## src/rtl/sev_seg_mux_pkg.sv

```systemverilog
// Shared types and the hex-to-segment table for the multiplexed 7-segment driver.
// Segment order is gfedcba, active low.
package sev_seg_pkg;

  typedef logic [6:0] seg_t;

  localparam seg_t SEG_BLANK = 7'b1111111;

  localparam seg_t HEX_SEG [16] = '{
    7'b1000000, 7'b1111001, 7'b0100100, 7'b0110000,
    7'b0011001, 7'b0010010, 7'b0000010, 7'b1111000,
    7'b0000000, 7'b0010000, 7'b0001000, 7'b0000011,
    7'b1000110, 7'b0100001, 7'b0000110, 7'b0001110
  };

endpackage

```

## src/rtl/sev_seg_mux_if.sv

```systemverilog
// Display-data inputs and panel-drive outputs of sev_seg_mux.
// The host drives through master; the mux sits on slave.
interface sev_seg_if #(
  parameter int NDIG     = 4,
  parameter int BRIGHT_W = 4
);
  import sev_seg_pkg::*;

  logic [4*NDIG-1:0]   digits_in;
  logic [NDIG-1:0]     dp_in;
  logic [NDIG-1:0]     blank_in;
  logic                lz_en;
  logic                load;
  logic [BRIGHT_W-1:0] brightness;
  seg_t                seg;
  logic                dp;
  logic [NDIG-1:0]     an;
  logic                frame_tick;

  modport master (
    output digits_in, dp_in, blank_in, lz_en, load, brightness,
    input  seg, dp, an, frame_tick
  );

  modport slave (
    input  digits_in, dp_in, blank_in, lz_en, load, brightness,
    output seg, dp, an, frame_tick
  );

endinterface

```

## src/rtl/sev_seg_mux_hex_to_seg.sv

```systemverilog
// Combinational nibble to active-low gfedcba segment pattern.
module hex_to_seg
  import sev_seg_pkg::*;
(
  input  logic [3:0] nib_i,
  output seg_t       seg_o
);

  assign seg_o = HEX_SEG[nib_i];

endmodule

```

## src/rtl/sev_seg_mux.sv

```systemverilog
// Time-multiplexed hex display driver: double-buffered digit set, leading-zero
// suppression, anode PWM with a dead window at each slot start.
module sev_seg_mux
  import sev_seg_pkg::*;
#(
  parameter int NDIG     = 4,
  parameter int PRESCALE = 100000,
  parameter int BRIGHT_W = 4,
  parameter int DEAD     = 16
)(
  input  logic     clk,
  input  logic     rst_n,
  sev_seg_if.slave bus
);

  localparam int          PW     = $clog2(PRESCALE);
  localparam int          IW     = $clog2(NDIG);
  localparam logic [31:0] SPAN   = 32'(PRESCALE - DEAD);
  localparam logic [31:0] DEAD_U = 32'(DEAD);

  logic [PW-1:0]        presc_q;
  logic [IW-1:0]        idx_q;
  logic [NDIG-1:0][3:0] act_dig_q, shd_dig_q;
  logic [NDIG-1:0]      act_dp_q, act_bl_q, shd_dp_q, shd_bl_q;
  logic                 pend_q;
  logic [NDIG-1:0]      an_q;
  seg_t                 seg_q;
  logic                 dp_q, ft_q;

  logic                 slot_end, wrap;
  logic [NDIG-1:0]      sup;
  logic                 zrun;
  logic [3:0]           cur_nib;
  logic                 cur_blank;
  seg_t                 cur_seg;
  logic [31:0]          on_clk, pos;
  logic                 an_on;
  logic [NDIG-1:0]      an_sel;

  assign slot_end = (presc_q == PW'(PRESCALE - 1));
  assign wrap     = slot_end && (idx_q == IW'(NDIG - 1));

  always_ff @(posedge clk or negedge rst_n) begin
    if (!rst_n) begin
      presc_q <= '0;
      idx_q   <= '0;
    end else if (slot_end) begin
      presc_q <= '0;
      idx_q   <= wrap ? '0 : idx_q + 1'b1;
    end else begin
      presc_q <= presc_q + 1'b1;
    end
  end

  // A load landing on the wrap clock bypasses the shadow so it is never a frame late.
  always_ff @(posedge clk or negedge rst_n) begin
    if (!rst_n) begin
      act_dig_q <= '0;
      act_dp_q  <= '0;
      act_bl_q  <= '1;
      shd_dig_q <= '0;
      shd_dp_q  <= '0;
      shd_bl_q  <= '1;
      pend_q    <= 1'b0;
    end else begin
      if (bus.load) begin
        shd_dig_q <= bus.digits_in;
        shd_dp_q  <= bus.dp_in;
        shd_bl_q  <= bus.blank_in;
      end
      if (wrap) begin
        pend_q <= 1'b0;
        if (bus.load) begin
          act_dig_q <= bus.digits_in;
          act_dp_q  <= bus.dp_in;
          act_bl_q  <= bus.blank_in;
        end else if (pend_q) begin
          act_dig_q <= shd_dig_q;
          act_dp_q  <= shd_dp_q;
          act_bl_q  <= shd_bl_q;
        end
      end else if (bus.load) begin
        pend_q <= 1'b1;
      end
    end
  end

  // Zero run from the top digit down; digit 0 always shows.
  always_comb begin
    sup  = '0;
    zrun = bus.lz_en;
    for (int k = NDIG - 1; k > 0; k--) begin
      zrun   = zrun && (act_dig_q[k] == 4'd0);
      sup[k] = zrun;
    end
  end

  assign cur_nib   = act_dig_q[idx_q];
  assign cur_blank = act_bl_q[idx_q] | sup[idx_q];

  hex_to_seg u_hex_to_seg (
    .nib_i (cur_nib),
    .seg_o (cur_seg)
  );

  assign on_clk = ((32'(bus.brightness) + 32'd1) * SPAN) >> BRIGHT_W;
  assign pos    = 32'(presc_q);
  assign an_on  = (pos >= DEAD_U) && (pos < DEAD_U + on_clk);
  assign an_sel = ~({{(NDIG-1){1'b0}}, 1'b1} << idx_q);

  // seg/dp are latched only at slot start, while every anode is still off.
  always_ff @(posedge clk or negedge rst_n) begin
    if (!rst_n) begin
      an_q  <= '1;
      seg_q <= SEG_BLANK;
      dp_q  <= 1'b1;
      ft_q  <= 1'b0;
    end else begin
      an_q <= an_on ? an_sel : '1;
      ft_q <= wrap;
      if (presc_q == '0) begin
        seg_q <= cur_blank ? SEG_BLANK : cur_seg;
        dp_q  <= cur_blank | ~act_dp_q[idx_q];
      end
    end
  end

  assign bus.an         = an_q;
  assign bus.seg        = seg_q;
  assign bus.dp         = dp_q;
  assign bus.frame_tick = ft_q;

endmodule

```

## src/flat_wrapper.sv

```systemverilog
// flat-port wrapper written by rule: the top's interface ports become plain ports
module sev_seg_mux_flat import sev_seg_pkg::*;
#(
  parameter int NDIG     = 4,
  parameter int PRESCALE = 100000,
  parameter int BRIGHT_W = 4,
  parameter int DEAD     = 16
)
  (clk, rst_n, bus_digits_in, bus_dp_in, bus_blank_in, bus_lz_en, bus_load, bus_brightness, bus_seg, bus_dp, bus_an, bus_frame_tick);
  sev_seg_if #(.NDIG(NDIG), .BRIGHT_W(BRIGHT_W)) bus_i ();
  input  logic clk;
  input  logic rst_n;
  input wire logic [$bits(bus_i.digits_in)-1:0] bus_digits_in;
  input wire logic [$bits(bus_i.dp_in)-1:0] bus_dp_in;
  input wire logic [$bits(bus_i.blank_in)-1:0] bus_blank_in;
  input wire logic [$bits(bus_i.lz_en)-1:0] bus_lz_en;
  input wire logic [$bits(bus_i.load)-1:0] bus_load;
  input wire logic [$bits(bus_i.brightness)-1:0] bus_brightness;
  output wire logic [$bits(bus_i.seg)-1:0] bus_seg;
  output wire logic [$bits(bus_i.dp)-1:0] bus_dp;
  output wire logic [$bits(bus_i.an)-1:0] bus_an;
  output wire logic [$bits(bus_i.frame_tick)-1:0] bus_frame_tick;
  assign bus_i.digits_in = bus_digits_in;
  assign bus_i.dp_in = bus_dp_in;
  assign bus_i.blank_in = bus_blank_in;
  assign bus_i.lz_en = bus_lz_en;
  assign bus_i.load = bus_load;
  assign bus_i.brightness = bus_brightness;
  assign bus_seg = bus_i.seg;
  assign bus_dp = bus_i.dp;
  assign bus_an = bus_i.an;
  assign bus_frame_tick = bus_i.frame_tick;
  sev_seg_mux #(.NDIG(NDIG), .PRESCALE(PRESCALE), .BRIGHT_W(BRIGHT_W), .DEAD(DEAD)) u_core (.clk(clk), .rst_n(rst_n), .bus(bus_i));
endmodule
```

## config.mk

```make
export PLATFORM = sky130hd
export DESIGN_NAME = sev_seg_mux_flat
export DESIGN_NICKNAME = d
export VERILOG_FILES = /design/src/rtl/sev_seg_mux_pkg.sv /design/src/rtl/sev_seg_mux_if.sv /design/src/rtl/sev_seg_mux_hex_to_seg.sv /design/src/rtl/sev_seg_mux.sv /design/src/flat_wrapper.sv
export SDC_FILE = /design/constraint.sdc
export NUM_CORES = 1
export LEC_CHECK = 0
export BUFFER_PORTS_ARGS = -buffer_cell sky130_fd_sc_hd__buf_2
export CORE_MARGIN = 8
export CORE_UTILIZATION = 35
export DETAILED_ROUTE_END_ITERATION = 8
export PLACE_DENSITY = 0.55
export SYNTH_ARGS = -nofsm -noshare
export SYNTH_HDL_FRONTEND = slang
export SYNTH_HIERARCHICAL = 1
export SYNTH_SLANG_ARGS = --single-unit
```

## constraint.sdc

```tcl
create_clock -name clk -period 2.4 [get_ports clk]
set_input_delay 0.36 -clock clk [delete_from_list [all_inputs] [get_ports clk]]
set_output_delay 0.36 -clock clk [all_outputs]
set_load 0.05 [all_outputs]
```

# Word-level counts from Yosys, hierarchy flattened
# Memory sizes are Yosys's and may differ from the RTL's.
# Cells that the tools add are included.
# op_classes
n_lt_le_gt_ge	4
n_bitwise	5
shifts	1
reduce_logical	12
addsub	4
mux	22
eq_ne	2
mul	1
# ops
cell	count
17-bit by 32-bit < comparator with 1-bit output	1
32-bit by 13-bit multiplier with 28-bit output, second input constant	1
16-bit 2-to-1 mux	2
5-bit by 28-bit adder with 29-bit output, first input constant	1
4-bit 2-to-1 mux	6
7-bit 2-to-1 mux	3
17-bit by 1-bit adder with 17-bit output, second input constant	1
17-bit == test, second input constant	1
17-bit by 5-bit >= comparator with 1-bit output, second input constant	1
17-bit logical NOT	1
17-bit 2-to-1 mux	1
4-bit logical NOT	3
4-bit binary-select mux with 2-bit select	1
1-bit binary-select mux with 2-bit select	3
4-bit by 1-bit adder with 5-bit output, second input constant	1
5-bit >= comparator, second input constant	1
1-bit logical AND	5
1-bit 2-to-1 mux	5
4-bit NOT with 5-bit output	1
4-bit NOT	1
2-bit nonzero test	2
1-bit by 2-bit << shifter with 4-bit output, first input constant	1
2-bit by 3-bit < comparator with 1-bit output, second input constant	1
2-bit by 1-bit adder with 2-bit output, second input constant	1
5 further kinds	6
# word_totals
rom_bits	112
mem_count	1
register_bits	81
inputBits	32
# memory_table
name	depth	width	read_ports	rd_ports_with_merged_regs	wr	line_no	source
(name not given)	16	7	1	0	0	sev_seg_mux_hex_to_seg.sv:9	assign seg_o = HEX_SEG[nib_i];

# Logic depth before layout (Yosys ltp)
# Gate-level depths: netlist of the first run.
# logic_depth
ltp_word	8
ltp_mapped	19
ltp_nobuf	19

# Modules after synthesis
# Netlist of the first run, hierarchy kept.
# by_module_without_submodules
mod	n_inst	seq_area_each_um2	cells_each	area_per_inst_um2
sev_seg_mux	1	2052.0	393	4787.1
hex_to_seg	1	0.0	32	275.3

# Least setup slack after synthesis of the first run
# OpenSTA, ideal clock, no wires.
# synth_timing
path_kind	input port to flip-flop
startpoint	in bus_brightness[0]
endpoint	reg u_core.an_q[0], in the netlist u_core/bus.an[0]
setup_time_ps	81
t_arrival_ps	4131
stages	19
path_slack_ps	-1813
cell_sequence	ha_1 > xor2_1 > inv_1 > fa_1 > inv_1 > ha_1 > ha_1 > fa_1 > a211oi_1 > o21ai_0 > a21oi_1 > o21bai_1 > xnor2_1 > ha_1 > nand4_1 > nor3_1 > o21ai_0 > o211a_1 > o211ai_1
# synth_via
elab_chain_cells	6
# synth_rtl
item	line_no	source
from (decl)	flat_wrapper.sv:18	input wire logic [$bits(bus_i.brightness)-1:0] bus_brightness;
4-bit by 1-bit adder with 5-bit output	sev_seg_mux.sv:106	assign on_clk = ((32'(bus.brightness) + 32'd1) * SPAN) >> BRIGHT_W;
32-bit by 13-bit multiplier with 28-bit output	sev_seg_mux.sv:106	
5-bit by 28-bit adder with 29-bit output	sev_seg_mux.sv:108	assign an_on = (pos >= DEAD_U) && (pos < DEAD_U + on_clk);
17-bit by 32-bit < comparator with 1-bit output	sev_seg_mux.sv:108	
1-bit logical AND	sev_seg_mux.sv:108	
4-bit 2-to-1 mux	sev_seg_mux.sv:119	an_q <= an_on ? an_sel : '1;
to (signal assigned)	sev_seg_mux.sv:119	
to (decl)	sev_seg_mux.sv:26	logic [NDIG-1:0] an_q;
# No other way between the ends.
# A chain may end at the register's enable or synchronous reset.

# Final worst setup path of the first run
# layout_timing
startpoint	in bus_brightness[0]
endpoint	reg u_core.an_q[2], in the netlist u_core/bus.an[2]
# Same word-level chain as after synthesis.

==> run metrics, run 1 <==
crit path cell chain=buf_8 -> ha_4 -> xor2_4 -> inv_2 -> fa_1 -> inv_1 -> ha_1 -> ha_2 -> fa_2 -> a211oi_4 -> o21ai_2 -> a21oi_2 -> o21bai_1 -> xnor2_1 -> ha_1 -> nand4_1 -> nor3_2 -> o21ai_1 -> o211a_1 -> o211ai_1; Switching Share=~28%; Synth-to-Final Area Change=26.2%; Main synth FF type=dfrtp_1; RSZ-0062 raised after global routing=true; Post-Synthesis Cells=between 400 and 500; Routed Antenna Nets=0; DR vias=3645; worst-skew pair later-pin latency=roughly 340 ps; critical path type=input pin to flip-flop; CTS clock-pin slew for the worst setup and hold paths=roughly 70 ps; CTS tree=yes; number of synthesized flops with an enable pin=0; largest net degree at the start of global routing=37; global-route wire length before repair=18.9 mm; GPL Wtd Cong=slightly below 0.8; Worst Max-Slew Pin Slew=roughly 730 ps; Avg Cell Area, Syn=11.9 um^2; MaxCap Viol Count=0; DR pass1 iterations=4; Max stage delay on crit path=approximately 480 ps; crit end category=flip-flop; Clock power frac=between 30% and 40%; # H-tree levels=3; Root Buffer=clkbuf_16; drt via density=5.06; Ys Warns=6; worst setup margin=-1360 ps; Max Fanout on Critical Path=4; top cells by area, synth=dfrtp_1 (30%), ha_1 (15%), dfstp_2 (10%); cell family with most CP delay=adder cells; critical path launch point type=input pin; Final Non-Filler Cells=721; Setup WS pre-CTS=-1860 ps; area leader, netlist=dfrtp_1; area of the multi-input gates=approximately 0.003 mm^2; total track usage=about an eighth; routed wire length=roughly 11 mm; Initial Util=35.4%; Period Utilization, post-route=157%; Nets=approximately 630; Internal Pwr Total=approximately 2600 uW; outcome=finished with violations; FF+latch area=about 0.0021 mm^2; layout cell share with drive strength beyond 1=between 30% and 40%; vias in the first global route=3832; die footprint=between 0.015 and 0.02 mm^2; leakage power=0.00309 uW; CP max stage cell=fa_1; Layout fillers=between 1000 and 1500; Synth Register Bits=81; io pins=between 40 and 50; failing checks=setup timing; Placed Cells=slightly below 700; Clock Sinks=81; post-placement cell area=0.00594 mm^2; Post-Syn Nets=520; PortBufs=44; fmax=about 270 MHz; drc violations=0; Switch Pwr=1030 uW; fin area=between 0.006 and 0.007 mm^2; pwr dens=567 mW/mm^2; CTS Buf Count=9; DP Wirelength=~8.8 mm; sequential cell area fraction in the yosys report=between 40 and 50%; count leader, synth=dfrtp_1; Slew HR=around 50%; CP most frequent cell=ha_1; final hold vios=0; GRT overflow=0; min Tclk post-route=between 3000 and 4000 ps; die height=136 um; crit path DAT=approximately 4000 ps; worst path bufs/invs=3; Core Rows=44; maximum vdd drop=about 0.00031 V; routed len/inst=15.5 um; CTS Buffer Depth=2; Comb power frac=~25%; core area=0.0143 mm^2; register share of total power=about 39%; count of different cell masters after synthesis=52; Worst Path Required=between 2000 and 3000 ps; Fin Clk Skew=around 12 ps; ant diodes=0; share of the synthesized area in the top cell type=a little under a third; Initial DRC Count=~170; die width=approximately 140 um; Setup TNS=-5420 ps; Slew Viols, Final=0; synth cell count leaders=dfrtp_1 (61), ha_1 (60), mux2_2 (26); hold crit path type=input pin to flip-flop; Synth Cell Area=between 0.005 and 0.006 mm^2; initial antenna violation count=0; Async S/R FF share, synth=100%; Final setup viols=4
==> power by group through the flow <==
stage / Clock [uW] / Sequential [uW] / Combinational, uW
CTS: 1340 / 1420 / 900
finish: 1300 / 1420 / 907
detailed placement: 0 / 1450 / 819
global placement: 0 / 1440 / 804
global route: 1390 / 1420 / 1020
floorplan: 0 / 1440 / 507
==> worst paths after layout <==
| kind | from | to | slack, ps | depth (start not counted) |
|---|---|---|---|---|
| setup / recovery | bus_brightness[0] | u_core/bus.an[2] | -1360 | 20 |
| hold / removal | bus_dp_in[1] | u_core/shd_dp_q[1] | 270 | 2 |
| setup reg to reg | u_core/idx_q[0] | u_core/bus.seg[0] | 140 | 7 |
| hold reg to reg | u_core/act_dp_q[1] | u_core/act_dp_q[1] | 490 | 1 |
| max in group asynchronous | rst_n | u_core/bus.seg[3] | 1260 | 3 |
| min in group asynchronous | rst_n | u_core/act_dp_q[2] | 520 | 2 |
==> flip-flops by register name, summed over array words and instances (netlist names) <==
signal	flops
u_core/act_bl_q	4
u_core/act_dig_q	16
u_core/act_dp_q	4
u_core/bus.an	4
u_core/bus.dp	1
u_core/bus.frame_tick	1
u_core/bus.seg	7
u_core/idx_q	2
u_core/pend_q	1
u_core/presc_q	17
u_core/shd_bl_q	4
u_core/shd_dig_q	16
u_core/shd_dp_q	4
==> through the flow <==
step                power [uW]  hold WS (ps)  util [%]
floorplan                 1950          64.4         -
global placement          2250           347      41.5
detailed placement        2260           347      41.5
CTS                       3660           255      44.5
global route              3840           267      44.6
finish                    3620           267      44.6
==> routing by layer <==
metal	GRT usage (%)	up-vias	part of all wire (%)
met4	5.19	0	1.8
met1	15.6	1796	45
met2	21.5	58	49
li1	-	1776	-
met3	2.11	15	3.4
met5	0	-	0
==> worst reg2reg max path: stages, from the launching register on <==
cell and delay (ps):
dfrtp_1 440, mux4_2 620, inv_2 140, ha_1 200, and2b_2 230, or3b_1 360, o21ai_0 80, o22a_1 140
==> cell usage in the layout, fill, tap and decap left out, drive strengths merged, types with 8 or more instances in the layout <==
| cell type | n |
|---|---|
| dfstp | 20 |
| nand2 | 16 |
| nor2 | 22 |
| ha | 60 |
| o22a | 8 |
| a21oi | 19 |
| o21ai | 14 |
| xor2 | 10 |
| mux2 | 50 |
| clkbuf | 9 |
| dfrtp | 61 |
| o211ai | 8 |
| nand4 | 8 |
| xnor2 | 15 |
| buf | 108 |
| inv | 26 |
==> kinds of logic (layout without fill, tap and decap cells) <==
logic type                 Yosys count  in the layout  synth area share (%)
muxes                               61             61                  15.2
xor gates and xnor gates            25             25                  4.33
buffers and inverters               36            148                  3.46
adders and majority gates           63             63                  16.0
AOI/OAI and AO/OA                   71             71                  9.64
DFF                                 81             81                  40.5
and+or+nand+nor                     88             88                  10.8
==> area by class of cell <==
class / count / share of cell area (%)
Multi-Input combinational cell: 308 / 46.7
Inverter: 23 / 1.35
Clock inverter: 7 / 0.960
Timing Repair Buffer: 109 / 11.7
Clock buffer: 9 / 3.53
Tap cell: 184 / 3.60
Sequential cell: 81 / 32.1
==> repair_timing <==
item                                   in CTS  in global routing
pin swaps                                  16                  0
buffers inserted                            7                  1
gates resized for setup                    19                  2
cloned                                      0                  0
setup endpoints to repair                   4                  5
endpoints found under the hold margin      26                  0
hold buffers                                1                  0
No activity file was read; power rests on OpenSTA's default activity.
==> inputs of run 2 (changes only) <==
CORE_UTILIZATION = 45   (was 35)
PLACE_DENSITY = 0.67   (was 0.55)
==> run 2 against run 1 <==
  * The run still ends with setup timing left
  * Maximum frequency down 0.32%
  * Largest power group unchanged
  * Sequential power about the same
  * Sequential share of layout area up 0.23 points
  * Wire length down 3.0%
  * Die area down 20%
  * Design area down 0.71%
  * Clock power down 5%
  * Cell count down 7.4%
  * Register-to-register slack worse by 20 ps
  * Count of clock-buffer cells in the layout up 1
  * Global-route usage up 2.6 points
  * Utilization up 14 points
==> run metrics, run 2 (synthesized netlist as in run 1, its figures left out) <==
layout cell share with drive strength beyond 1=38.8% (was 38.0%); PortBufs=44 (unchanged); worst setup margin=-1380 ps (was -1360 ps); RR Startpoint=u_core/idx_q[0] (unchanged); GPL Wtd Cong=0.841 (was 0.789); DR vias=3590 (was 3645); Max Fanout on Critical Path=5 (was 4); CTS clock-pin slew for the worst setup and hold paths=90 ps (was 70 ps); die width=122 um (was 136 um); Setup WS pre-CTS=-1950 ps (was -1860 ps); drt via density=5.37 (was 5.06); Hold Path Stages=2 (unchanged); Period Utilization, post-route=157% (about the same); hold crit path type=input pin to flip-flop (unchanged); Worst Path Required=2670 ps (was 2660 ps); crit path DAT=4040 ps (was 4020 ps); DP Wirelength=8.60 mm (was 8.77 mm); fin area=0.00634 mm^2 (was 0.00639 mm^2); # H-tree levels=3 (unchanged); ant diodes=0 (unchanged); Reg with most FFs=u_core/presc_q (unchanged); Initial DRC Count=135 (was 171); CTS tree=yes (unchanged); Hold EP=u_core/shd_dig_q[5] (was u_core/shd_dp_q[1]); hold path start=bus_digits_in[5] (was bus_dp_in[1]); R2R Path End=u_core/bus.seg[0] (unchanged); final hold vios=0 (unchanged); global-route wire length before repair=18.4 mm (was 18.9 mm); DR pass1 iterations=4 (unchanged); MaxCap Viol Count=0 (unchanged); Synth-to-Final Area Change=25.3% (was 26.2%); flop2flop setup slack=120 ps (was 140 ps); maximum vdd drop=0.000276 V (was 0.000315 V); fmax=265 MHz (was 266 MHz); post-placement cell area=0.00583 mm^2 (was 0.00594 mm^2); number of flip-flops in the largest register=17 (unchanged); CTS Buffer Depth=2 (unchanged); drc violations=0 (unchanged); CTS Buf Count=9 (unchanged); die footprint=0.0149 mm^2 (was 0.0186 mm^2); Slew Viols, Final=0 (unchanged); routed len/inst=16.2 um (was 15.5 um); Clock Sinks=81 (unchanged); Slew HR=53.0% (was 51.2%); core area=0.0109 mm^2 (was 0.0143 mm^2); critical path launch point type=input pin (unchanged); vias in the first global route=3856 (was 3832); most common cell after layout, fill and taps aside=dfrtp_1 (was buf_4); Final setup viols=4 (unchanged); total track usage=15.3% (was 12.7%); R2R depth=7 (unchanged); Routed Antenna Nets=0 (unchanged); outcome=finished with violations (unchanged); RSZ-0062 raised after global routing=true (unchanged); Fin Clk Skew=16.2 ps (was 11.5 ps); routed wire length=10.8 mm (was 11.2 mm); failing checks=setup timing (unchanged); Core Rows=38 (was 44); io pins=45 (unchanged); Fin Hold WS=251 ps (was 267 ps); most frequent cells in the layout=dfrtp_1 (61), buf_4 (56), ha_1 (48) (was buf_4 (64), dfrtp_1 (61), ha_1 (56)); largest net degree at the start of global routing=55 (was 37); min Tclk post-route=3780 ps (was 3760 ps); Regs by FF count=u_core/presc_q x17, u_core/act_dig_q x16, u_core/shd_dig_q x16 (unchanged); pwr dens=569 mW/mm^2 (was 567 mW/mm^2); Nets=618 (was 627); Root Buffer=clkbuf_8 (was clkbuf_16); die height=122 um (was 136 um); Initial Util=46.5% (was 35.4%); GRT overflow=0 (unchanged); critical path type=input pin to flip-flop (unchanged); initial antenna violation count=0 (unchanged); worst-skew pair later-pin latency=360 ps (was 340 ps); leakage power=0.00302 uW (was 0.00309 uW); crit end category=flip-flop (unchanged); Worst Max-Slew Pin Slew=704 ps (was 731 ps)
[run 2: layer usage]
metal / wire, um / GRT usage, % / part of all wire, % / vias up
met2: 5470 / 26.5 / 50 / 59
met5: 0 / 0 / 0 / -
met1: 4770 / 18.8 / 44 / 1768
met3: 406 / 2.92 / 3.7 / 17
li1: - / - / - / 1746
met4: 189 / 4.87 / 1.7 / 0
[run 2: through the flow]
stage	total power (uW)	instances	TNS, ps	utilization [%]
after detailed placement	2260	645	-7700	53.6
after global routing	3810	668	-6090	58.3
after floorplan	1950	425	-5650	-
after CTS	3590	665	-5310	57.2
final	3610	668	-5460	58.3
after global placement	2220	645	-6760	53.6
[run 2: final cells by class]
| type | count | area, um^2 |
|---|---|---|
| repair buffers | 100 | 682 |
| fillers | 867 | 4550 |
| inverters | 23 | 88.8 |
| flip-flops and latches | 81 | 2050 |
| clock inverters | 6 | 114 |
| well taps | 140 | 175 |
| clock buffers | 10 | 138 |
| multi-input cells | 308 | 3090 |
[run 2: worst max-delay path by stage]
stage                       from               end  cells past startpoint
6_report       bus_brightness[0]  u_core/bus.an[1]                     20
3_3_place_gp   bus_brightness[0]  u_core/bus.an[3]                     20
2_1_floorplan  bus_brightness[0]  u_core/bus.an[0]                     19
3_5_place_dp   bus_brightness[0]  u_core/bus.an[1]                     18
5_1_grt        bus_brightness[0]  u_core/bus.an[0]                     20
4_1_cts        bus_brightness[0]  u_core/bus.an[1]                     20
[run 2: timing repair]
action                                 4_1_cts  5_1_grt
gates resized for setup                     21       13
buffers inserted                             3        3
endpoints found under the hold margin       19        0
setup endpoints to repair                    4        5
pin swaps                                   19       26
hold buffers                                 1        0
[run 2: critical path, cell delays in order]
cell      delay (ps)
buf_12           110
ha_4             170
xor2_4           220
inv_2             60
fa_1             490
inv_2             50
ha_4             220
ha_4             160
fa_2             390
a211oi_4         250
o21ai_2           90
a21oi_2          150
buf_4            120
xor2_1            60
ha_1             280
nand2_1          100
o21ai_0          190
a21oi_1          100
o211a_1          270
o211ai_1         200
[run 2: where the power goes]
| group | switching [uW] | internal (uW) |
|---|---|---|
| registers | 10.2 | 1410 |
| clock network | 504 | 723 |
| logic | 461 | 499 |
| total | 975 | 2630 |
==> inputs of run 3 (changes only) <==
CTS_BUF_LIST = sky130_fd_sc_hd__clkbuf_16   (was not set)
==> run 3 against run 2 <==
  * The flow still finishes with violations (setup timing)
  * Non-clock buffer count stayed put
  * Utilization is 0.85 points higher
  * Sequential cell count stayed put
  * Power is 9.2% higher
==> run metrics, run 3 (synthesized netlist as in run 1, its figures left out) <==
outcome=finished with violations (unchanged); failing checks=setup timing (unchanged); Root Buffer=clkbuf_16 (was clkbuf_8); initial antenna violation count=0 (unchanged); io pins=45 (unchanged); DR vias=3636 (was 3590); GPL Wtd Cong=0.841 (unchanged); drt via density=5.44 (was 5.37); Hold Path Stages=2 (unchanged); Synth-to-Final Area Change=27.1% (was 25.3%); die width=122 um (unchanged); largest net degree at the start of global routing=55 (unchanged); routed len/inst=16.4 um (was 16.2 um); crit end category=flip-flop (unchanged); DR pass1 iterations=4 (unchanged); most crowded layer after global routing=met2 (unchanged); Regs by FF count=u_core/presc_q x17, u_core/act_dig_q x16, u_core/shd_dig_q x16 (unchanged); min Tclk post-route=3800 ps (was 3780 ps); # H-tree levels=3 (unchanged); Fin Clk Skew=7.62 ps (was 16.2 ps); GRT overflow=0 (unchanged); GRT met2 Usage=27.1% (was 26.5%); Reg with most FFs=u_core/presc_q (unchanged); Clock Sinks=81 (unchanged); Slew HR=53.5% (was 53.0%); Final setup viols=4 (unchanged); CTS Buffer Depth=2 (unchanged); Slew Viols, Final=0 (unchanged); Routed Antenna Nets=0 (unchanged); worst setup margin=-1400 ps (was -1380 ps); die footprint=0.0149 mm^2 (unchanged); maximum vdd drop=0.000337 V (was 0.000276 V); drc violations=0 (unchanged); most frequent cells in the layout=dfrtp_1 (60), buf_4 (56), ha_1 (48) (was dfrtp_1 (61), buf_4 (56), ha_1 (48)); R2R depth=7 (unchanged); Worst Max-Slew Pin Slew=696 ps (was 704 ps); vias in the first global route=3920 (was 3856); most common cell after layout, fill and taps aside=dfrtp_1 (unchanged); total track usage=15.5% (was 15.3%); Worst Path Required=2640 ps (was 2670 ps); CTS clock-pin slew for the worst setup and hold paths=60 ps (was 90 ps); PortBufs=44 (unchanged); met3 GRT Util=2.92% (unchanged); final hold vios=0 (unchanged); layout cell share with drive strength beyond 1=38.8% (unchanged); worst-skew pair later-pin latency=330 ps (was 360 ps); leakage power=0.00306 uW (was 0.00302 uW); CTS tree=yes (unchanged); pwr dens=612 mW/mm^2 (was 569 mW/mm^2); Initial Util=46.5% (unchanged); DP Wirelength=8.60 mm (unchanged); fmax=263 MHz (was 265 MHz); Period Utilization, post-route=158% (was 157%); hold crit path type=input pin to flip-flop (unchanged); die height=122 um (unchanged); routed wire length=11.0 mm (was 10.8 mm); CTS Buf Count=9 (unchanged); Initial DRC Count=150 (was 135); RSZ-0062 raised after global routing=true (unchanged); number of flip-flops in the largest register=17 (unchanged); Fin Hold WS=274 ps (was 251 ps); core area=0.0109 mm^2 (unchanged); crit path DAT=4040 ps (about the same); critical path type=input pin to flip-flop (unchanged); Core Rows=38 (unchanged); Layout fillers=851 (was 867); total power=3940 uW (was 3610 uW); Max Fanout on Critical Path=5 (unchanged); ant diodes=0 (unchanged); global-route wire length before repair=18.7 mm (was 18.4 mm); Post-Route Utilization=59.1% (was 58.3%); met1 GRT Util=18.9% (was 18.8%); critical path launch point type=input pin (unchanged); MaxCap Viol Count=0 (unchanged); Nets=618 (unchanged)
-- run 3: cell count changes in the layout (fill, tap and decap cells not counted), sizes merged --
cell / before / now
clkbuf: 10 / 9
clkinv: 0 / 1
-- run 3: stage by stage --
| step | setup TNS [ps] | std cells | setup WS [ps] | area (um^2) |
|---|---|---|---|---|
| 6_report | -5520 | 668 | -1400 | 6430 |
| 3_5_place_dp | -7700 | 645 | -1950 | 5830 |
| 4_1_cts | -5470 | 665 | -1380 | 6320 |
| 2_1_floorplan | -5650 | 425 | -1410 | 5140 |
| 3_3_place_gp | -6760 | 645 | -1690 | 5830 |
| 5_1_grt | -6240 | 668 | -1580 | 6430 |
-- run 3: where the power goes --
group	leakage [uW]	total (uW)	switching, uW	internal, uW
clock network	0.000160	1560	540	1020
logic	0.00191	960	460	499
registers	0.000994	1420	10.1	1410
total	0.00306	3940	1010	2930
-- run 3: routing by layer --
metal	share of wire, %	wire length [um]
met1	43	4750
met2	51	5580
met3	4.1	447
met4	1.8	197
met5	0	0
-- run 3: critical path: stages --
cell	delay [ps]
buf_12	110
ha_4	170
xor2_4	220
inv_2	60
fa_1	490
inv_2	50
ha_4	220
ha_4	160
fa_2	390
a211oi_4	250
o21ai_2	90
a21oi_2	150
buf_4	120
xor2_1	60
ha_1	280
nand2_1	90
o21ai_0	190
a21oi_1	100
o211a_1	260
o211ai_1	210
-- run 3: layout make-up --
class | count | area (um^2) | area share [%]
Tap cell | 140 | 175 | 2.72
Multi-Input combinational cell | 308 | 3090 | 48.1
Clock inverter | 7 | 118 | 1.83
Timing Repair Buffer | 100 | 682 | 10.6
Inverter | 23 | 88.8 | 1.38
Sequential cell | 81 | 2050 | 31.9
Clock buffer | 9 | 225 | 3.50
-- run 3: final timing paths --
path | start | to | slack [ps]
setup / recovery | bus_brightness[0] | u_core/bus.an[0] | -1400
hold / removal | bus_digits_in[5] | u_core/shd_dig_q[5] | 270
setup reg to reg | u_core/idx_q[0] | u_core/bus.seg[0] | 150
hold reg to reg | u_core/pend_q | u_core/pend_q | 490
max in group asynchronous | rst_n | u_core/bus.dp | 1270
min in group asynchronous | rst_n | u_core/shd_dig_q[8] | 490
-- run 3: what timing repair did --
item | CTS | global route
pin swaps | 20 | 25
hold buffers | 1 | 0
buffers inserted | 3 | 3
endpoints found under the hold margin | 19 | 0
resized for setup | 21 | 14
endpoints found under the setup margin | 4 | 5
